`config.mk`:
```
export PLATFORM = sky130hd
export DESIGN_NAME = mpi_wb_bridge_flat
export DESIGN_NICKNAME = d
export VERILOG_FILES = /design/src/rtl/mpi_pkg.sv /design/src/rtl/mpi_wb_bridge_if.sv /design/src/rtl/mpi_wb_bridge.sv /design/src/flat_wrapper.sv
export SDC_FILE = /design/constraint.sdc
export NUM_CORES = 1
export LEC_CHECK = 0
export ABC_AREA = 1
export BUFFER_PORTS_ARGS = -buffer_cell sky130_fd_sc_hd__buf_2
export CAP_MARGIN = 20
export CORE_MARGIN = 5
export CORE_UTILIZATION = 49
export CTS_BUF_LIST = sky130_fd_sc_hd__clkbuf_8
export DETAILED_ROUTE_END_ITERATION = 12
export GPL_TIMING_DRIVEN = 0
export PLACE_DENSITY = 0.81
export SYNTH_ARGS = -nofsm -noshare
export SYNTH_HDL_FRONTEND = slang
export SYNTH_SLANG_ARGS = --single-unit
```
`constraint.sdc`:
```
create_clock -name clk -period 1.8 [get_ports clk]
set_input_delay 0.27 -clock clk [delete_from_list [all_inputs] [get_ports clk]]
set_output_delay 0.27 -clock clk [all_outputs]
set_load 0.005 [all_outputs]
```
`src/rtl/mpi_pkg.sv`:
```
// Shared MPI types and constants: Wishbone bridge FSM encoding, cycle-type codes, timeout width.
package mpi_pkg;

    typedef enum logic [1:0] {
        IDLE = 2'd0,
        REQ  = 2'd1,
        RESP = 2'd2
    } mpi_wb_state_t;

    // Cycle-type codes kept for the future burst-capable bridge.
    localparam logic [2:0] MPI_WB_CTI_CLASSIC = 3'b000;
    localparam logic [2:0] MPI_WB_CTI_EOB     = 3'b111;

    localparam int MPI_WB_TO_W = 16;

endpackage

```
`src/rtl/mpi_wb_bridge_if.sv`:
```
// Wishbone B3 single-beat bus between a tile master and the MPI buffer bridge.
interface mpi_wb_bridge_if;

    logic [31:0] wb_adr_i;
    logic [31:0] wb_dat_i;
    logic [3:0]  wb_sel_i;
    logic        wb_we_i;
    logic        wb_cyc_i;
    logic        wb_stb_i;
    logic [2:0]  wb_cti_i;
    logic [1:0]  wb_bte_i;
    logic [31:0] wb_dat_o;
    logic        wb_ack_o;
    logic        wb_err_o;
    logic        wb_rty_o;

    modport slave (
        input  wb_adr_i, wb_dat_i, wb_sel_i, wb_we_i, wb_cyc_i, wb_stb_i, wb_cti_i, wb_bte_i,
        output wb_dat_o, wb_ack_o, wb_err_o, wb_rty_o
    );

    modport master (
        output wb_adr_i, wb_dat_i, wb_sel_i, wb_we_i, wb_cyc_i, wb_stb_i, wb_cti_i, wb_bte_i,
        input  wb_dat_o, wb_ack_o, wb_err_o, wb_rty_o
    );

endinterface

```
`src/rtl/mpi_wb_bridge.sv`:
```
// Wishbone B3 slave front end for the MPI message buffer: single-beat cycles become a held
// bus_en request with local legality check, timeout and registered read data.
module mpi_wb_bridge
    import mpi_pkg::*;
#(
    parameter int unsigned TIMEOUT = 255
) (
    input  logic                 clk,
    input  logic                 rst,
    mpi_wb_bridge_if.slave       wb,
    output logic [31:0]          bus_addr,
    output logic                 bus_we,
    output logic                 bus_en,
    output logic [31:0]          bus_data_in,
    input  logic [31:0]          bus_data_out,
    input  logic                 bus_ack,
    input  logic                 bus_err
);

    localparam logic [MPI_WB_TO_W-1:0] TO_LAST = MPI_WB_TO_W'(TIMEOUT - 1);

    mpi_wb_state_t           state_q;
    logic [MPI_WB_TO_W-1:0]  cnt_q;
    logic [MPI_WB_TO_W-1:0]  cnt_d;
    logic [31:0]             addr_q;
    logic [31:0]             wdata_q;
    logic [31:0]             rdata_q;
    logic                    we_q;
    logic                    en_q;
    logic                    ack_q;
    logic                    err_q;
    logic                    illegal_d;
    logic                    unused_ok;

    // Every beat is classic, so cycle/burst type are deliberately ignored.
    assign unused_ok = ^{wb.wb_cti_i, wb.wb_bte_i};

    assign illegal_d = (wb.wb_adr_i[1:0] != 2'b00) || (wb.wb_we_i && (wb.wb_sel_i != 4'hF));
    assign cnt_d     = (cnt_q == '1) ? cnt_q : cnt_q + 1'b1;

    // NOTE: one clocked process owns all state and outputs; non-blocking assignments keep every
    // register reading the pre-edge value, and the async reset covers data registers as well.
    always_ff @(posedge clk or negedge rst) begin
        if (!rst) begin
            state_q <= IDLE;
            cnt_q   <= '0;
            addr_q  <= '0;
            wdata_q <= '0;
            rdata_q <= '0;
            we_q    <= 1'b0;
            en_q    <= 1'b0;
            ack_q   <= 1'b0;
            err_q   <= 1'b0;
        end else begin
            ack_q <= 1'b0;
            err_q <= 1'b0;
            unique case (state_q)
                IDLE: begin
                    if (wb.wb_cyc_i && wb.wb_stb_i) begin
                        addr_q  <= wb.wb_adr_i;
                        we_q    <= wb.wb_we_i;
                        wdata_q <= wb.wb_dat_i;
                        cnt_q   <= '0;
                        if (illegal_d) begin
                            state_q <= RESP;
                            err_q   <= 1'b1;
                        end else begin
                            state_q <= REQ;
                            en_q    <= 1'b1;
                        end
                    end
                end
                REQ: begin
                    cnt_q <= cnt_d;
                    // Abort beats any buffer response; the buffer access is simply dropped.
                    if (!wb.wb_cyc_i) begin
                        state_q <= IDLE;
                        en_q    <= 1'b0;
                    end else if (bus_err || bus_ack || (cnt_q == TO_LAST)) begin
                        state_q <= RESP;
                        en_q    <= 1'b0;
                        if (bus_ack && !bus_err) begin
                            ack_q <= 1'b1;
                            if (!we_q) rdata_q <= bus_data_out;
                        end else begin
                            err_q <= 1'b1;
                        end
                    end
                end
                RESP:    state_q <= IDLE;
                default: state_q <= IDLE;
            endcase
        end
    end

    assign bus_addr     = addr_q;
    assign bus_we       = we_q;
    assign bus_en       = en_q;
    assign bus_data_in  = wdata_q;
    assign wb.wb_dat_o  = rdata_q;
    assign wb.wb_ack_o  = ack_q;
    assign wb.wb_err_o  = err_q;
    assign wb.wb_rty_o  = 1'b0;

endmodule

```
`src/flat_wrapper.sv`:
```
// flat-port wrapper written by rule: the top's interface ports become plain ports
module mpi_wb_bridge_flat import mpi_pkg::*;
#(
    parameter int unsigned TIMEOUT = 255
)
  (clk, rst, bus_addr, bus_we, bus_en, bus_data_in, bus_data_out, bus_ack, bus_err, wb_wb_adr_i, wb_wb_dat_i, wb_wb_sel_i, wb_wb_we_i, wb_wb_cyc_i, wb_wb_stb_i, wb_wb_cti_i, wb_wb_bte_i, wb_wb_dat_o, wb_wb_ack_o, wb_wb_err_o, wb_wb_rty_o);
  mpi_wb_bridge_if wb_i ();
  input  logic clk;
  input  logic rst;
  output logic [31:0] bus_addr;
  output logic bus_we;
  output logic bus_en;
  output logic [31:0] bus_data_in;
  input  logic [31:0] bus_data_out;
  input  logic bus_ack;
  input  logic bus_err;
  input wire logic [$bits(wb_i.wb_adr_i)-1:0] wb_wb_adr_i;
  input wire logic [$bits(wb_i.wb_dat_i)-1:0] wb_wb_dat_i;
  input wire logic [$bits(wb_i.wb_sel_i)-1:0] wb_wb_sel_i;
  input wire logic [$bits(wb_i.wb_we_i)-1:0] wb_wb_we_i;
  input wire logic [$bits(wb_i.wb_cyc_i)-1:0] wb_wb_cyc_i;
  input wire logic [$bits(wb_i.wb_stb_i)-1:0] wb_wb_stb_i;
  input wire logic [$bits(wb_i.wb_cti_i)-1:0] wb_wb_cti_i;
  input wire logic [$bits(wb_i.wb_bte_i)-1:0] wb_wb_bte_i;
  output wire logic [$bits(wb_i.wb_dat_o)-1:0] wb_wb_dat_o;
  output wire logic [$bits(wb_i.wb_ack_o)-1:0] wb_wb_ack_o;
  output wire logic [$bits(wb_i.wb_err_o)-1:0] wb_wb_err_o;
  output wire logic [$bits(wb_i.wb_rty_o)-1:0] wb_wb_rty_o;
  assign wb_i.wb_adr_i = wb_wb_adr_i;
  assign wb_i.wb_dat_i = wb_wb_dat_i;
  assign wb_i.wb_sel_i = wb_wb_sel_i;
  assign wb_i.wb_we_i = wb_wb_we_i;
  assign wb_i.wb_cyc_i = wb_wb_cyc_i;
  assign wb_i.wb_stb_i = wb_wb_stb_i;
  assign wb_i.wb_cti_i = wb_wb_cti_i;
  assign wb_i.wb_bte_i = wb_wb_bte_i;
  assign wb_wb_dat_o = wb_i.wb_dat_o;
  assign wb_wb_ack_o = wb_i.wb_ack_o;
  assign wb_wb_err_o = wb_i.wb_err_o;
  assign wb_wb_rty_o = wb_i.wb_rty_o;
  mpi_wb_bridge #(.TIMEOUT(TIMEOUT)) u_core (.clk(clk), .rst(rst), .wb(wb_i), .bus_addr(bus_addr), .bus_we(bus_we), .bus_en(bus_en), .bus_data_in(bus_data_in), .bus_data_out(bus_data_out), .bus_ack(bus_ack), .bus_err(bus_err));
endmodule
```
== After elaboration in Yosys (flattened, before gate mapping) ==
Index checks and enable logic that the tools add are counted.
Storage, ports and cells
  flip-flop bits (word level): 118
  input port bits: 112
  output and inout bits: 101
  word-level logic and storage cells: 57
Cells by class
  add/sub/neg operators: 1
  equal/unequal tests: 8
  mux-type cells: 23
  bitwise logic cells: 1
  reduce and logical (&&, ||, !) cells: 15
Operator list (number)
  $mux W16: 2
  $pmux W16 S2: 1
  $add A16 B1 Y16 const B: 1
  $eq A16 B16 Y1 const B: 1
  $eq A16 B8 Y1 const B: 1
  $mux W1: 13
  $mux W2: 4
  $reduce_and A5 Y1: 1
  $ne A2 B2 Y1 const B: 2
  $ne A4 B4 Y1 const B: 1
  $pmux W1 S2: 2
  $pmux W2 S2: 1
  $reduce_and A2 Y1: 2
  $reduce_and A4 Y1: 1
  $reduce_bool A2 Y1: 2
  $logic_and A1 B1 Y1: 3
  $logic_or A1 B1 Y1: 3
  $ne A3 B2 Y1 const B: 1
  $reduce_and A3 Y1: 1
  $eq A2 B1 Y1 const B: 1
  $logic_not A2 Y1: 1
  $ne A2 B1 Y1 const B: 1
  $logic_not A1 Y1: 1
  $not A1 Y1: 1

== Depth between registers and ports, before layout ==
  depth in word-level cells: 6
  mapped depth: 10
  mapped depth without buffers: 9

== Least setup slack after synthesis ==
No wires, ideal clock.
  path type: reg2reg
  start: register u_core.cnt_q[1]
  end: register u_core.cnt_q[5]
  setup time: 0.121 ns
  arrival time: 1.290 ns
  data required time: 1.679 ns
  path slack: 0.389 ns
  stages on the path, launching flop included: 10
  buffers on the path: 1
  period minus slack after synthesis: 1.411 ns
  cell sequence: dfrtp_1 -> ha_1 -> nand3_1 -> nor2_2 -> nand2_2 -> nor2_4 -> nand2_2 -> nand2_4 -> buf_6 -> o21ai_1
Between the ends
  longest elaborated chain between the ends: 3
  elaborated cells between the ends (all ways): 6
  classes of those cells: add/sub (1); eq/ne (2); mux (2); reduce/logical (1)
RTL lines
  start, declared: line mpi_wb_bridge.sv:23  | logic [MPI_WB_TO_W-1:0] cnt_q;
  start signal, assigned: line mpi_wb_bridge.sv:74  | cnt_q <= cnt_d;
  $add A16 B1 Y16 or $eq A16 B16 Y1 (tied branches): line mpi_wb_bridge.sv:39  | assign cnt_d = (cnt_q == '1) ? cnt_q : cnt_q + 1'b1;
  $mux W16 or $ne A2 B2 Y1 (tied branches)
  $pmux W16 S2 or $reduce_and A3 Y1 (tied branches)
Several ways; a longest one is shown, not always the timed one. The select of a mux whose other input is x is not followed.
A chain may end at the register's enable or synchronous reset.

== Worst setup path after layout ==
  start: register u_core.state_q[1]
  end: register u_core.rdata_q[4], in the netlist u_core.wb.wb_dat_o[4]
Between the ends
  longest elaborated chain between the ends: 2
RTL lines
  start, declared: line mpi_wb_bridge.sv:22  | mpi_wb_state_t state_q;
  start signal, assigned: line mpi_wb_bridge.sv:45  | state_q <= IDLE;
  start signal, assigned: line mpi_wb_bridge.sv:65  | state_q <= RESP;
  start signal, assigned: line mpi_wb_bridge.sv:68  | state_q <= REQ;
  $eq A2 B1 Y1: line mpi_wb_bridge.sv:57  | unique case (state_q)
  $reduce_and A5 Y1 (no source line)
  end signal, assigned: line mpi_wb_bridge.sv:84  | if (!we_q) rdata_q <= bus_data_out;
  end, declared: line mpi_wb_bridge.sv:27  | logic [31:0] rdata_q;
Every way passes these cells.

==> summary.txt <==
Status
  • Result of the run: complete, no violations

Power and ir drop
  • VDD IR max: 0.6724 mV
  • Switching pwr: 0.002400 W
  • Combinational share of power: 22.7%
  • Int Power: 0.005451 W
  • P per Cell Area: 1175 nW/um^2
  • PnR Total Power: 0.007850 W
  • Sequential power share: 44.9%
  • Clk pwr share: 32.4%
  • Sw frac: 30.57%
  • Pleak: 3.921 nW

Detailed routing
  • Vias: 4,863
  • DRT Pass-1 Iters: 5
  • DRC: 0
  • Avg WL per Cell: 14.36 um
  • DRT iter0 DRCs: 461
  • Antenna-violating nets left: 0
  • Routed vias/inst: 4.942
  • Drt total wl: 14,130 um

Clock network
  • Max Buffers Root-to-Sink: 2
  • CTS Root Cell: clkbuf_8
  • Cts bufs inserted: 17
  • Worst-Skew Late Latency: 0.43 ns
  • H-tree depth: 4
  • Sink Count: 118
  • CTS tree: yes
  • Clock-pin slew on the worst setup and hold paths: 0.07 ns
  • Post-CTS Resized: 0

Placement
  • Post-DP HPWL: 10,670 um
  • Gp weighted congestion: 0.8949
  • Number of port buffers: 206
  • Inst Count DP: 949

Synth
  • Cell taking the most area after synthesis: dfrtp_1
  • Cell variety after synth: 27
  • Register area share after synthesis: 59.09%
  • Synth warnings: 0
  • Mapped Avg Cell Area: 8.206 sq um
  • Ranking of synthesized cells by area: dfrtp_1 (59%), nand2_1 (25%), nand3_1 (5.3%), nor2_1 (1.9%), inv_1 (1.4%)
  • Post-Syn Instances: 609
  • Area fraction of the dominant cell type after synthesis: 59.09%
  • Synthesized flop and latch total: 118
  • Post-Syn Nets: 723
  • Mapped cell area: 4997 sq um

Job
  • MaxCap Viol Count: 0

Floorplanning
  • Std-Cell Rows: 36
  • Initial core utilization: 50.66%
  • Die width: 111.0 um
  • I/O pins: 213
  • Core area: 9864 sq um
  • Chip height: 111.0 um
  • Die area: 12,320 sq um

Critical path
  • Critical-path maximum fanout: 10
  • WP data required: 2.11 ns
  • R2R cell count: 9
  • Worst reg2reg path startpoint: u_core.state_q[1]
  • Worst r2r dst: u_core.wb.wb_dat_o[4]
  • Startpoint Class: flip-flop
  • Critical Path Sink Type: flip-flop
  • Data arrival, critical path: 1.96 ns
  • Critical path class: reg2reg
  • Worst setup startpoint: u_core.state_q[1]
  • Worst R2R Setup Slack: 0.15 ns
  • CP Capture Point: u_core.wb.wb_dat_o[4]

STA
  • Final min period: 1.652 ns
  • Worst setup skew after layout: 0.006749 ns
  • Worst-margin pin slew: 0.5614 ns
  • Final worst-path cycle share: 91.80%
  • Final Hold Viols: 0
  • Final setup vio count: 0
  • Max-slew violations: 0
  • Max-slew headroom: 62.29%
  • Maximum clock rate: 605.2 MHz
  • Setup TNS: 0 ns

Cells and area
  • Diodes inserted: 0
  • Fin cells: 984
  • Layout cells sized above 1: 31.26%
  • Commonest non-fill, non-tap cell in the layout: nand2_1
  • Area grow syn2layout: 33.65%
  • Storage element area: 2953 sq um
  • Most frequent cells in the layout: nand2_1 (330), buf_2 (215), dfrtp_1 (118)
  • Layout Nets: 952
  • Multi-input gate area: 1848 sq um
  • Fillers: 802

Global routing
  • First-pass GRT wire length: 22,790 um
  • Total global routing track utilization: 22.92%
  • Pin count of the biggest net entering global routing: 65
  • Initial antenna violation count: 0
  • Vias in the first global route: 4,693
  • Grt total ovfl: 0

Hold path
  • Hold WC Path Type: in2reg
[cells by family after synthesis]
family | after synthesis | synth area share [%]
AND/OR/NAND/NOR | 422 | 34.08
other | 1 | 0.07504
AO/OA/AOI/OAI | 17 | 1.803
flip-flops | 118 | 59.09
adder cells (fa/ha/maj) | 2 | 0.5007
XOR/XNOR | 3 | 0.5259
buffers and inverters | 46 | 3.931
[sequential cells by signal, indices dropped and copies added (netlist names)]
signal,count
u_core.wb.wb_err_o,1
u_core.wb.wb_dat_o,32
u_core.wb.wb_ack_o,1
u_core.bus_we,1
u_core.cnt_q,16
u_core.bus_data_in,32
u_core.bus_en,1
u_core.bus_addr,32
u_core.state_q,2
[stage by stage]
| stage | hold slack, ns | worst slack (ns) | utilization, % | instance area [sq um] |
|---|---|---|---|---|
| finish | 0.03207 | 0.1476 | 67.71 | 6679 |
| global placement | 0.4497 | -0.8877 | 62.80 | 6195 |
| floorplan | -0.02559 | 0.3889 | - | 4997 |
| global route | 0.01308 | -0.002486 | 67.71 | 6679 |
| detailed placement | 0.2558 | 0.1579 | 63.14 | 6228 |
| CTS | 0.003118 | 0.1379 | 67.55 | 6664 |
[power groups by stage]
stage | Sequential [W] | Clock (W) | Combinational (W)
floorplan | 0.00361 | 0 | 0.000706
global placement | 0.00353 | 0 | 0.00173
detailed placement | 0.00355 | 0 | 0.00181
CTS | 0.00351 | 0.00259 | 0.00181
global route | 0.00359 | 0.00270 | 0.00200
finish | 0.00352 | 0.00254 | 0.00178
[worst max-delay path, stage by stage (launching register included)]
cell,delay (ns)
dfrtp_1,0.41
inv_1,0.09
nand2_2,0.13
nor2_2,0.18
inv_2,0.07
nor2_4,0.16
nand2_1,0.14
buf_2,0.21
nand2_1,0.07
nand2_1,0.06
[cell type report]
cell class	count	area share [%]
buffer	24	1.705
clock buffer	20	4.121
clock inverter	12	2.248
inverter	22	1.236
multi-input combinational	445	27.67
sequential	118	44.21
tap	133	2.492
timing repair buffer	210	16.32
[timing repair]
action,CTS,global route
setup endpoints to repair,0,10
hold endpoints to repair,54,0
buffers inserted,0,2
hold buffers,1,0
[synth_stat cells]
cell type,instances
nand2_4,1
nor3_2,1
inv_1,18
buf_2,10
o31ai_1,1
ha_1,2
clkbuf_1,12
nand4_1,2
clkinv_1,1
inv_2,3
nor2_2,2
nand2_1,330
o21bai_1,1
nor2_1,25
o21ai_0,11
nor3_1,1
xor2_1,3
nand2_2,3
or2_2,2
conb_1,1
buf_4,1
nand3_1,53
o21ai_1,1
a21oi_1,3
nor2_4,2
buf_6,1
dfrtp_1,118
[layer usage]
| metal | up-vias | global-route usage, % | share of wire, % |
|---|---|---|---|
| li1 | 2342 | - | - |
| met1 | 2266 | 27.38 | 41 |
| met2 | 219 | 39.40 | 50 |
| met3 | 36 | 5.731 | 6.5 |
| met4 | 0 | 9.688 | 2.8 |
| met5 | - | 0 | 0 |
[worst min path at each step]
stage                             endpoint  slack, ns  depth (start not counted)                    from
finish              u_core.bus_data_in[27]       0.03                          3         wb_wb_dat_i[27]
global route        u_core.bus_data_in[28]       0.01                          3         wb_wb_dat_i[28]
CTS                 u_core.bus_data_in[27]      0.003                          3         wb_wb_dat_i[27]
detailed placement     u_core.bus_addr[27]       0.26                          1                     rst
global placement    u_core.bus_data_in[13]       0.45                          2  u_core.bus_data_in[13]
floorplan               u_core.bus_addr[0]      -0.03                          0                     rst
Power figures use the tool's default switching activity.
